### config.mk
export PLATFORM = sky130hd
export DESIGN_NAME = credit_sender
export DESIGN_NICKNAME = d
export VERILOG_FILES = /design/src/rtl/fifo_credit_pkg.sv /design/src/rtl/credit_counter.sv /design/src/rtl/credit_sender.sv
export SDC_FILE = /design/constraint.sdc
export NUM_CORES = 1
export LEC_CHECK = 0
export CORE_ASPECT_RATIO = 0.5
export CORE_MARGIN = 2
export CORE_UTILIZATION = 41
export DETAILED_ROUTE_END_ITERATION = 16
export GPL_TIMING_DRIVEN = 0
export PLACE_DENSITY = 0.79
export SYNTH_ARGS = -nofsm -noshare
export SYNTH_HDL_FRONTEND = slang
export SYNTH_SLANG_ARGS = --single-unit
### constraint.sdc
create_clock -name clk -period 4.2 [get_ports clk]
set_clock_uncertainty 0.05 [all_clocks]
set_input_delay 0.63 -clock clk [delete_from_list [all_inputs] [get_ports clk]]
set_output_delay 0.63 -clock clk [all_outputs]
set_load 0.01 [all_outputs]
### src/rtl/fifo_credit_pkg.sv
// Shared types and defaults for the credit-based FIFO link (sender and receiver sides).
package fifo_credit_pkg;

  localparam int DEF_DEPTH  = 8;
  localparam int DEF_ADDR_W = 3;

  typedef enum logic {
    RUN = 1'b0,
    ERR = 1'b1
  } state_t;

  typedef logic [DEF_ADDR_W:0] credit_t;

endpackage

### src/rtl/credit_counter.sv
// Credit counter: loads DEPTH on reset, applies send/return each cycle, flags overflow.
module credit_counter
  import fifo_credit_pkg::*;
#(
  parameter int DEPTH  = DEF_DEPTH,
  parameter int ADDR_W = DEF_ADDR_W,
  parameter int RTN_W  = 2
) (
  input  logic              clk,
  input  logic              rst_n,
  input  logic              en,
  input  logic              send,
  input  logic              rtn_valid,
  input  logic [RTN_W-1:0]  rtn_cnt,
  output logic [ADDR_W:0]   count,
  output logic [ADDR_W:0]   outstanding,
  output logic              ovf
);

  // Two extra bits so count + a full return can never wrap before the compare.
  localparam int SUM_W = ADDR_W + 2;

  logic [SUM_W-1:0] rtn_ext;
  logic [SUM_W-1:0] next_sum;

  always_comb begin
    rtn_ext  = rtn_valid ? SUM_W'(rtn_cnt) : '0;
    next_sum = SUM_W'(count) - SUM_W'(send) + rtn_ext;
  end

  assign ovf = en && (next_sum > SUM_W'(DEPTH));

  // On overflow the count is frozen; outstanding moves in lockstep so the sum stays DEPTH.
  always_ff @(posedge clk or negedge rst_n) begin
    if (!rst_n) begin
      count       <= (ADDR_W+1)'(DEPTH);
      outstanding <= '0;
    end else if (en && !ovf) begin
      count       <= next_sum[ADDR_W:0];
      outstanding <= (ADDR_W+1)'(DEPTH) - next_sum[ADDR_W:0];
    end
  end

endmodule

### src/rtl/credit_sender.sv
// Transmit end of the credit-based link: launches upstream words only while holding credits.
// Handshake: a word transfers on a rising edge where wr_valid && wr_ready; wr_ready depends only on registered state.
module credit_sender
  import fifo_credit_pkg::*;
#(
  parameter int DATA_WIDTH = 32,
  parameter int DEPTH      = DEF_DEPTH,
  parameter int ADDR_W     = DEF_ADDR_W,
  parameter int RTN_W      = 2
) (
  input  logic                  clk,
  input  logic                  rst_n,
  input  logic                  wr_valid,
  output logic                  wr_ready,
  input  logic [DATA_WIDTH-1:0] wr_data,
  output logic                  tx_valid,
  output logic [DATA_WIDTH-1:0] tx_data,
  input  logic                  crd_rtn_valid,
  input  logic [RTN_W-1:0]      crd_rtn_cnt,
  output logic [ADDR_W:0]       credit_avail,
  output logic [ADDR_W:0]       outstanding,
  output logic                  crd_err,
  output state_t                dbg_state
);

  state_t state;
  state_t state_nxt;
  logic   send;
  logic   ovf;

  assign send = wr_valid && wr_ready;

  credit_counter #(
    .DEPTH  (DEPTH),
    .ADDR_W (ADDR_W),
    .RTN_W  (RTN_W)
  ) u_credit_counter (
    .clk         (clk),
    .rst_n       (rst_n),
    .en          (state == RUN),
    .send        (send),
    .rtn_valid   (crd_rtn_valid),
    .rtn_cnt     (crd_rtn_cnt),
    .count       (credit_avail),
    .outstanding (outstanding),
    .ovf         (ovf)
  );

  always_ff @(posedge clk or negedge rst_n) begin
    if (!rst_n) state <= RUN;
    else        state <= state_nxt;
  end

  // ERR is terminal: only rst_n brings the link back.
  always_comb begin
    state_nxt = state;
    if (state == RUN && ovf) state_nxt = ERR;
  end

  always_comb begin
    wr_ready  = (state == RUN) && (credit_avail != '0);
    crd_err   = (state == ERR);
    dbg_state = state;
  end

  // A send in the overflow cycle still launches; tx_data holds between words.
  always_ff @(posedge clk or negedge rst_n) begin
    if (!rst_n) begin
      tx_valid <= 1'b0;
      tx_data  <= '0;
    end else begin
      tx_valid <= send;
      if (send) tx_data <= wr_data;
    end
  end

endmodule
# Word level (Yosys, flattened, before mapping)
# Index checks and enable logic that the tools add are counted.
dict set report op_classes {
  n_addsub 3
  bitwise 1
  n_reduce_logical 7
  mux 1
  n_lt_le_gt_ge 1
}
# operator count
set op_table {}
lappend op_table {{5-bit adder} 1}
lappend op_table {{5-bit by 4-bit greater-than comparator with 1-bit output, second input constant} 1}
lappend op_table {{1-bit logical AND} 5}
lappend op_table {{4-bit by 1-bit subtractor with 5-bit output} 1}
lappend op_table {{4-bit nonzero test} 1}
lappend op_table {{4-bit subtractor, first input constant} 1}
lappend op_table {{2-bit 2-to-1 mux} 1}
lappend op_table {{1-bit zero test} 1}
lappend op_table {{1-bit NOT} 1}
dict set report word_totals {
  word_cells 18
  in_bits 38
  ff_bits 42
}

# Depth between registers and ports, before layout
# Gate-level depths: netlist (run 1).
dict set report logic_depth {
  word_depth 9
  depth_mapped 15
  mapped_depth_nobuf 13
}

# Modules after synthesis
# A second synthesis (run 1) with hierarchy kept.
dict set report unflattened {
  hier_cells 137
  hier_area_um2 2040.7
}
# module area_each_um2 instances seq_area_each_um2 cells_per_inst
set modules_own_cells {}
lappend modules_own_cells {credit_sender 1441.4 1 850.8 75}
lappend modules_own_cells {credit_counter 599.3 1 176.4 62}

# Least setup slack after synthesis (run 1)
# OpenSTA, ideal clock, no wires.
dict set report synth_path {
  path_kind {reg2reg}
  startpoint {register u_credit_counter.count[3]}
  endpoint {register u_credit_counter.outstanding[1]}
  path_buffers 2
  arrival_time_ns 3.583
  period_less_slack_ns 3.758
  path_stages_with_launch 16
  setup_slack_ns 0.442
  path_cell_list {dfstp_2 -> inv_1 -> ha_1 -> a31oi_1 -> and2_1 -> buf_2 -> buf_2 -> ha_1 -> inv_1 -> ha_1 -> fa_1 -> inv_1 -> ha_1 -> a2111oi_4 -> nor3_4 -> mux2_4}
}
dict set report synth_between {
  elab_chain_cells 9
  elab_cells_between_ends 10
  classes_between {add/sub (3); order compare (1); reduce/logical (6)}
}
# element line
set synth_lines {}
lappend synth_lines {{start, declared} credit_counter.sv:15} ;# output logic [ADDR_W:0] count,
lappend synth_lines {{start signal, assigned} credit_counter.sv:36} ;# count <= (ADDR_W+1)'(DEPTH);
lappend synth_lines {{start signal, assigned} credit_counter.sv:39} ;# count <= next_sum[ADDR_W:0];
lappend synth_lines {{4-bit nonzero test *} credit_sender.sv:61} ;# wr_ready = (state == RUN) && (credit_avail != '0);
lappend synth_lines {{1-bit logical AND *} credit_sender.sv:61}
lappend synth_lines {{via wr_ready} credit_sender.sv:14} ;# output logic wr_ready,
lappend synth_lines {{1-bit logical AND *} credit_sender.sv:31} ;# assign send = wr_valid && wr_ready;
lappend synth_lines {{via send} credit_sender.sv:28} ;# logic send;
lappend synth_lines {{4-bit by 1-bit subtractor with 5-bit output *} credit_counter.sv:28} ;# next_sum = SUM_W'(count) - SUM_W'(send) + rtn_ext;
lappend synth_lines {{5-bit adder *} credit_counter.sv:28}
lappend synth_lines {{via u_credit_counter.next_sum[1]} credit_counter.sv:24} ;# logic [SUM_W-1:0] next_sum;
lappend synth_lines {{5-bit by 4-bit greater-than comparator with 1-bit output} credit_counter.sv:31} ;# assign ovf = en && (next_sum > SUM_W'(DEPTH));
lappend synth_lines {{1-bit logical AND} credit_counter.sv:31}
lappend synth_lines {{1-bit zero test} credit_counter.sv:38} ;# end else if (en && !ovf) begin
lappend synth_lines {{1-bit logical AND} credit_counter.sv:38}
lappend synth_lines {{end signal, assigned} credit_counter.sv:40} ;# outstanding <= (ADDR_W+1)'(DEPTH) - next_sum[ADDR_W:0];
lappend synth_lines {{end, declared} credit_counter.sv:16} ;# output logic [ADDR_W:0] outstanding,
# Mark *: on every way through the listed nets, which the timed path passes. The rest lies on a longest branch.
# A chain may end at the register's enable or synchronous reset.

# Worst setup path after layout (run 1)
dict set report layout_path {
  startpoint {register u_credit_counter.count[3]}
  endpoint {register u_credit_counter.outstanding[3]}
}
dict set report layout_between {
  elab_chain_cells 9
  elab_cells_between_ends 10
  classes_between {add/sub (3); order compare (1); reduce/logical (6)}
}
# element line
set layout_lines {}
lappend layout_lines {{4-bit nonzero test *} credit_sender.sv:61}
lappend layout_lines {{1-bit logical AND *} credit_sender.sv:61}
lappend layout_lines {{1-bit logical AND *} credit_sender.sv:31}
lappend layout_lines {{via send} credit_sender.sv:28}
lappend layout_lines {{4-bit by 1-bit subtractor with 5-bit output *} credit_counter.sv:28}
lappend layout_lines {{5-bit adder *} credit_counter.sv:28}
lappend layout_lines {{via u_credit_counter.next_sum[1]} credit_counter.sv:24}
lappend layout_lines {{5-bit by 4-bit greater-than comparator with 1-bit output} credit_counter.sv:31}
lappend layout_lines {{1-bit logical AND} credit_counter.sv:31}
lappend layout_lines {{1-bit zero test} credit_counter.sv:38}
lappend layout_lines {{1-bit logical AND} credit_counter.sv:38}
# Marks and branches as above.

==> results.cfg, run 1 <==
[clock_network]
clkSlewWorstSetupHoldPaths_ns = 0.08
cts.path.max_buffers = 2
cts.htree.levels = 2
cts_sinks = 41
clk-insertion-delay-late_ns = 0.29
root_buffer = clkbuf_8
cts_resized = 0
tritoncts = done
numCtsBuffers = 5

[global_routing]
antenna_found_initial = 0
overflow = 0
top_usage_layer = met2
met2_usage = 0.311
grtUsageMet1 = 0.166
use_met3 = 0.0479
grt_pass1_wl_um = 6210
groute.usage.overall = 0.160
grt_max_degree = 42
grt_pass1_vias = 1337

[critical_path]
reg2reg_from = u_credit_counter.count[3]$_DFFE_PN1P_
crit_fanout = 11
crit_type = flip-flop to flip-flop
crit_required_ns = 4.33
crit_arrival_ns = 4.04
cp-start-kind = flip-flop
cp-end-kind = flip-flop
crit_start = u_credit_counter.count[3]$_DFFE_PN1P_

[timing]
rsz0062_at_grt = no
finalSetupViolations = 0
worst_pin_slew_ns = 0.888
hold_viol = 0
drv_slew = 0
period_share = 0.932
period_needed_ns = 3.91
setup_tns_ns = 0
max_freq_ghz = 0.256
slew_headroom = 0.408
worst_slack_ns = 0.288

[die]
dieArea_um2 = 5090
ioPinCount = 82
fp.dieW_um = 98.9
start_util = 0.424
coreArea_um2 = 4360
fp.dieH_um = 51.5
rows = 17

[final_layout]
final_cell_mix = clkdlybuf4s50_1, dfrtp_1, mux2_2, inv_1, ha_1
diodes = 0
areaGrowthSynthToFinish_pct = 55.8
drive_gt1_frac = 0.264
final_common_cell = clkdlybuf4s50_1
nNetsFinal = 262
final-instance-count-excl-fill = 273

[place]
post-place-cells = 264
dp.final_hpwl_um = 3030
preCtsSetupSlack_ns = 0.189
io_buffers = 81
gp_congestion = 0.743

[route]
ant_nets = 0
dr_total_vias = 1256
drt-initial-drc-count = 8
drt_pass1_iterations = 2
viasPerCell = 4.60
remaining_drc_errors = 0
wirelength_um = 3780
routedWlPerCell_um = 13.8

[logic_synthesis]
ys_ff_latch = 41
syn_nets = 173
seq_area_frac_synth = 0.556
ys_warn_count = 0
synthCells = 126
synth_area_um2 = 1850
avgSynthCellArea_um2 = 14.7
synth.distinct_cells = 25

[power]
p_per_area_nw_per_um2 = 358
p_leak_uw = 0.00135
irDropWorstVdd_uv = 164

[run]
drv_cap = 0

[outcome]
outcome = finished clean

[worst_hold_path]
hold_class = input port to asynchronous set/reset pin
[logic make-up after synthesis]
| logic type | Yosys count | share of synthesized area |
|---|---|---|
| xor+xnor | 5 | 0.0278 |
| simple gates | 8 | 0.0325 |
| mux | 39 | 0.241 |
| flops | 41 | 0.556 |
| fa+ha+maj | 9 | 0.0650 |
| buf+inv | 17 | 0.0413 |
| compound gates | 7 | 0.0366 |
[final cells by class]
| cell class | count | area, µm² |
|---|---|---|
| repair buffers | 82 | 826 |
| clock inverters | 3 | 65.1 |
| well taps | 57 | 71.3 |
| inverters | 11 | 41.3 |
| flip-flops and latches | 41 | 1030 |
| clock buffers | 5 | 68.8 |
| plain buffers | 6 | 35.0 |
| fillers | 329 | 1480 |
| multi-input cells | 68 | 744 |
[per-stage QoR]
| step | total power [µW] | instance area (µm²) | hold slack (ns) | util |
|---|---|---|---|---|
| 5_1_grt | 1080 | 2880 | 0.473 | 0.660 |
| 6_report | 1030 | 2880 | 0.404 | 0.660 |
| 3_5_place_dp | 671 | 2730 | 0.445 | 0.625 |
| 2_1_floorplan | 557 | 1850 | 0.284 | - |
| 4_1_cts | 1040 | 2860 | 0.432 | 0.656 |
| 3_3_place_gp | 662 | 2730 | 0.439 | 0.626 |
[registers in the layout, indices dropped and copies added (netlist names)]
name,flops
crd_err,1
u_credit_counter.outstanding,4
u_credit_counter.count,3
tx_valid,1
tx_data,32
[power breakdown]
group / switching [µW] / internal [µW]
sequential: 13.5 / 420
combinational: 94.1 / 132
clock: 134 / 236
total: 242 / 788
[per-layer routing]
| layer | routed length [µm] | share of wire |
|---|---|---|
| met5 | 0 | 0 |
| met4 | 77 | 0.020 |
| met3 | 135 | 0.036 |
| met2 | 2100 | 0.56 |
| met1 | 1460 | 0.39 |
[worst max-delay path: stages, from the launching register on]
cell       delay, ns
dfstp_2         0.55
inv_1           0.07
ha_1            0.19
a31oi_1         0.24
and2_1          0.15
buf_2           0.16
buf_2           0.27
ha_1            0.16
inv_1           0.04
ha_1            0.21
fa_1            0.49
inv_1           0.06
ha_1            0.23
a2111oi_4       0.38
nor3_4          0.09
buf_12          0.15
mux2_4          0.29
[timing repair]
| action | CTS | global route |
|---|---|---|
| setup buffers | 0 | 1 |
| setup endpoints to repair | 0 | 3 |
| hold buffers | 0 | 0 |
| endpoints found under the hold margin | 0 | 0 |
[synthesized netlist by cell type, drive strengths merged]
cell     number  area [µm²]
a2111oi       1        27.5
a21o          1        7.51
a21oi         3        15.0
a31oi         1        6.26
and2          2        12.5
and3b         1        10.0
buf           6        35.0
dfrtp        40        1000
dfstp         1        26.3
fa            1        20.0
ha            8         100
inv          11        41.3
mux2         35         405
mux2i         4        40.0
nand2         1        3.75
nand2b        1        6.26
nand3         1        5.00
nor2b         1        6.26
nor3          1        16.3
o21bai        1        11.3
xnor2         3        33.8
xor2          2        17.5
[path summary, 6_finish.rpt]
kind | to | slack (ns) | cells past startpoint
max | u_credit_counter.outstanding[3]$_DFFE_PN0P_ | 0.29 | 16
min | u_credit_counter.outstanding[2]$_DFFE_PN0P_ | 0.40 | 1
max reg2reg | u_credit_counter.outstanding[3]$_DFFE_PN0P_ | 0.29 | 16
min reg2reg | tx_data[10]$_DFFE_PN0P_ | 0.46 | 1
max in group asynchronous | tx_data[14]$_DFFE_PN0P_ | 3.13 | 1
min in group clk | tx_data[10]$_DFFE_PN0P_ | 0.46 | 1
(Power assumes the default switching activity.)
==> run 2: changes to the inputs <==
Settings changed: CAP_MARGIN from default to 10, CORE_UTILIZATION 41 to 45, PLACE_DENSITY 0.79 to 0.85.
Clock period 4.2 ns to 4.95 ns, I/O delays scaled along.
==> run 2 against run 1 <==
Clock-buffer cell count stayed put. Sequential power is 15% lower. Critical path depth fell by 1. Fmax fell by 1.1%. Sequential cell count did not move. Worst hold slack gained 0.053 ns. Die area down 8.4%. Design area fell by 0.83%. Utilization is 6.7 points higher. Non-clock buffer count decreased by 1.
==> results.cfg, run 2 (synthesis results as in run 1) <==
[run]
drv_cap = 0

[final_layout]
diodes = 0
areaGrowthSynthToFinish_pct = 54.5
fin_area_um2 = 2860
drive_gt1_frac = 0.260
final_common_cell = clkdlybuf4s50_1
nNetsFinal = 261
final-instance-count-excl-fill = 269
final_cell_mix = clkdlybuf4s50_1, dfrtp_1, mux2_2, inv_1, ha_1
largest_reg_flops = 32
reg_top3 = tx_data x32, u_credit_counter.outstanding x4, u_credit_counter.count x3
fillers = 273
top_register = tx_data

[critical_path]
cp-start-kind = flip-flop
crit_type = flip-flop to flip-flop
crit_arrival_ns = 4.08
cp-end-kind = flip-flop
crit_fanout = 11
reg2reg_slack_ns = 1.0
crit_required_ns = 5.07
path_buf_inv = 5
critPathSlowestCell = dfstp_2
path_cells = inv_1 -> ha_1 -> a31oi_1 -> and2_1 -> buf_2 -> buf_2 -> ha_1 -> inv_1 -> ha_1 -> fa_1 -> inv_1 -> ha_1 -> a2111oi_4 -> nor3_4 -> mux2_4
cp_common_cell = ha_1
path_delay_family = adder cells
slowest_delay_ns = 0.55

[route]
remaining_drc_errors = 0
routedWlPerCell_um = 14.4
viasPerCell = 4.71
ant_nets = 0
dr_total_vias = 1268
wirelength_um = 3890
drt-initial-drc-count = 21
drt_pass1_iterations = 3

[clock_network]
clkSlewWorstSetupHoldPaths_ns = 0.08
root_buffer = clkbuf_8
hold_buffers = 0
cts_resized = 0
numCtsBuffers = 5
clk-insertion-delay-late_ns = 0.28
cts_sinks = 41
postCtsSetupBuffers = 0
cts.path.max_buffers = 2
cts.htree.levels = 2
tritoncts = done

[power]
irDropWorstVdd_uv = 188
p_leak_uw = 0.00134
p_per_area_nw_per_um2 = 304

[global_routing]
top_usage_layer = met2
overflow = 0
antenna_found_initial = 0
met2_usage = 0.331
grt_pass1_wl_um = 6190
groute.usage.overall = 0.176
grtUsageMet1 = 0.187
use_met3 = 0.0433
grt_max_degree = 42
grt_pass1_vias = 1346

[timing]
period_share = 0.799
drv_slew = 0
hold_viol = 0
finalSetupViolations = 0
max_freq_ghz = 0.253
rsz0062_at_grt = no
slew_headroom = 0.403
setup_tns_ns = 0
period_needed_ns = 3.95
worst_pin_slew_ns = 0.896

[die]
dieArea_um2 = 4670
rows = 16
start_util = 0.471
fp.dieH_um = 49.3
fp.dieW_um = 94.6
ioPinCount = 82
coreArea_um2 = 3920

[place]
io_buffers = 81
post-place-cells = 261
post_dp_cell_area_um2 = 2720
gp_congestion = 0.770
dp.final_hpwl_um = 2990

[outcome]
outcome = finished clean

[worst_hold_path]
hold_class = flip-flop to flip-flop
[run 2: changes by cell type in the layout (fill, tap and decap cells not counted)]
cell	before	now
buf_12	1	0
[run 2: cell type report]
class	instances	area, µm²	area share
buffer	6	35.0	0.0123
clock buffer	5	68.8	0.0241
clock inverter	3	65.1	0.0228
inverter	11	41.3	0.0145
multi-input combinational	68	744	0.261
sequential	41	1030	0.360
tap	54	67.6	0.0237
timing repair buffer	81	806	0.282
[run 2: worst register-to-register path, cell delays in order, from the launching register on]
cell	delay, ns
dfstp_2	0.55
inv_1	0.07
ha_1	0.19
a31oi_1	0.24
and2_1	0.16
buf_2	0.17
buf_2	0.27
ha_1	0.28
inv_1	0.06
ha_1	0.18
fa_1	0.41
inv_1	0.10
ha_1	0.23
a2111oi_4	0.10
nor3_4	0.44
mux2_4	0.34
[run 2: final timing paths]
| check | startpoint | end | depth (start not counted) |
|---|---|---|---|
| max in group asynchronous | rst_n | tx_data[5]$_DFFE_PN0P_ | 1 |
| min in group asynchronous | rst_n | tx_data[29]$_DFFE_PN0P_ | 1 |
| worst max register to register | u_credit_counter.count[3]$_DFFE_PN1P_ | u_credit_counter.outstanding[1]$_DFFE_PN0P_ | 15 |
| worst min register to register | tx_data[18]$_DFFE_PN0P_ | tx_data[18]$_DFFE_PN0P_ | 1 |
| worst max-delay path | u_credit_counter.count[3]$_DFFE_PN1P_ | u_credit_counter.outstanding[1]$_DFFE_PN0P_ | 15 |
| worst min-delay path | tx_data[18]$_DFFE_PN0P_ | tx_data[18]$_DFFE_PN0P_ | 1 |
[run 2: power breakdown]
| group | switching [µW] | total, µW | internal, µW |
|---|---|---|---|
| registers | 12.1 | 369 | 357 |
| clock network | 111 | 311 | 200 |
| logic | 78.2 | 190 | 111 |
[run 2: stage by stage]
| stage | utilization | setup slack [ns] | power [µW] | hold WS, ns |
|---|---|---|---|---|
| 2_1_floorplan | - | 1.19 | 472 | 0.397 |
| 3_3_place_gp | 0.695 | 0.933 | 562 | 0.438 |
| 3_5_place_dp | 0.694 | 0.870 | 566 | 0.445 |
| 4_1_cts | 0.728 | 0.977 | 879 | 0.463 |
| 5_1_grt | 0.728 | 0.758 | 909 | 0.468 |
| 6_report | 0.728 | 0.996 | 869 | 0.458 |
[run 2: layer usage]
layer / up-vias / share of wire
met4: 0 / 0.017
met1: 631 / 0.40
met3: 7 / 0.031
met5: - / 0
li1: 607 / -
met2: 23 / 0.56
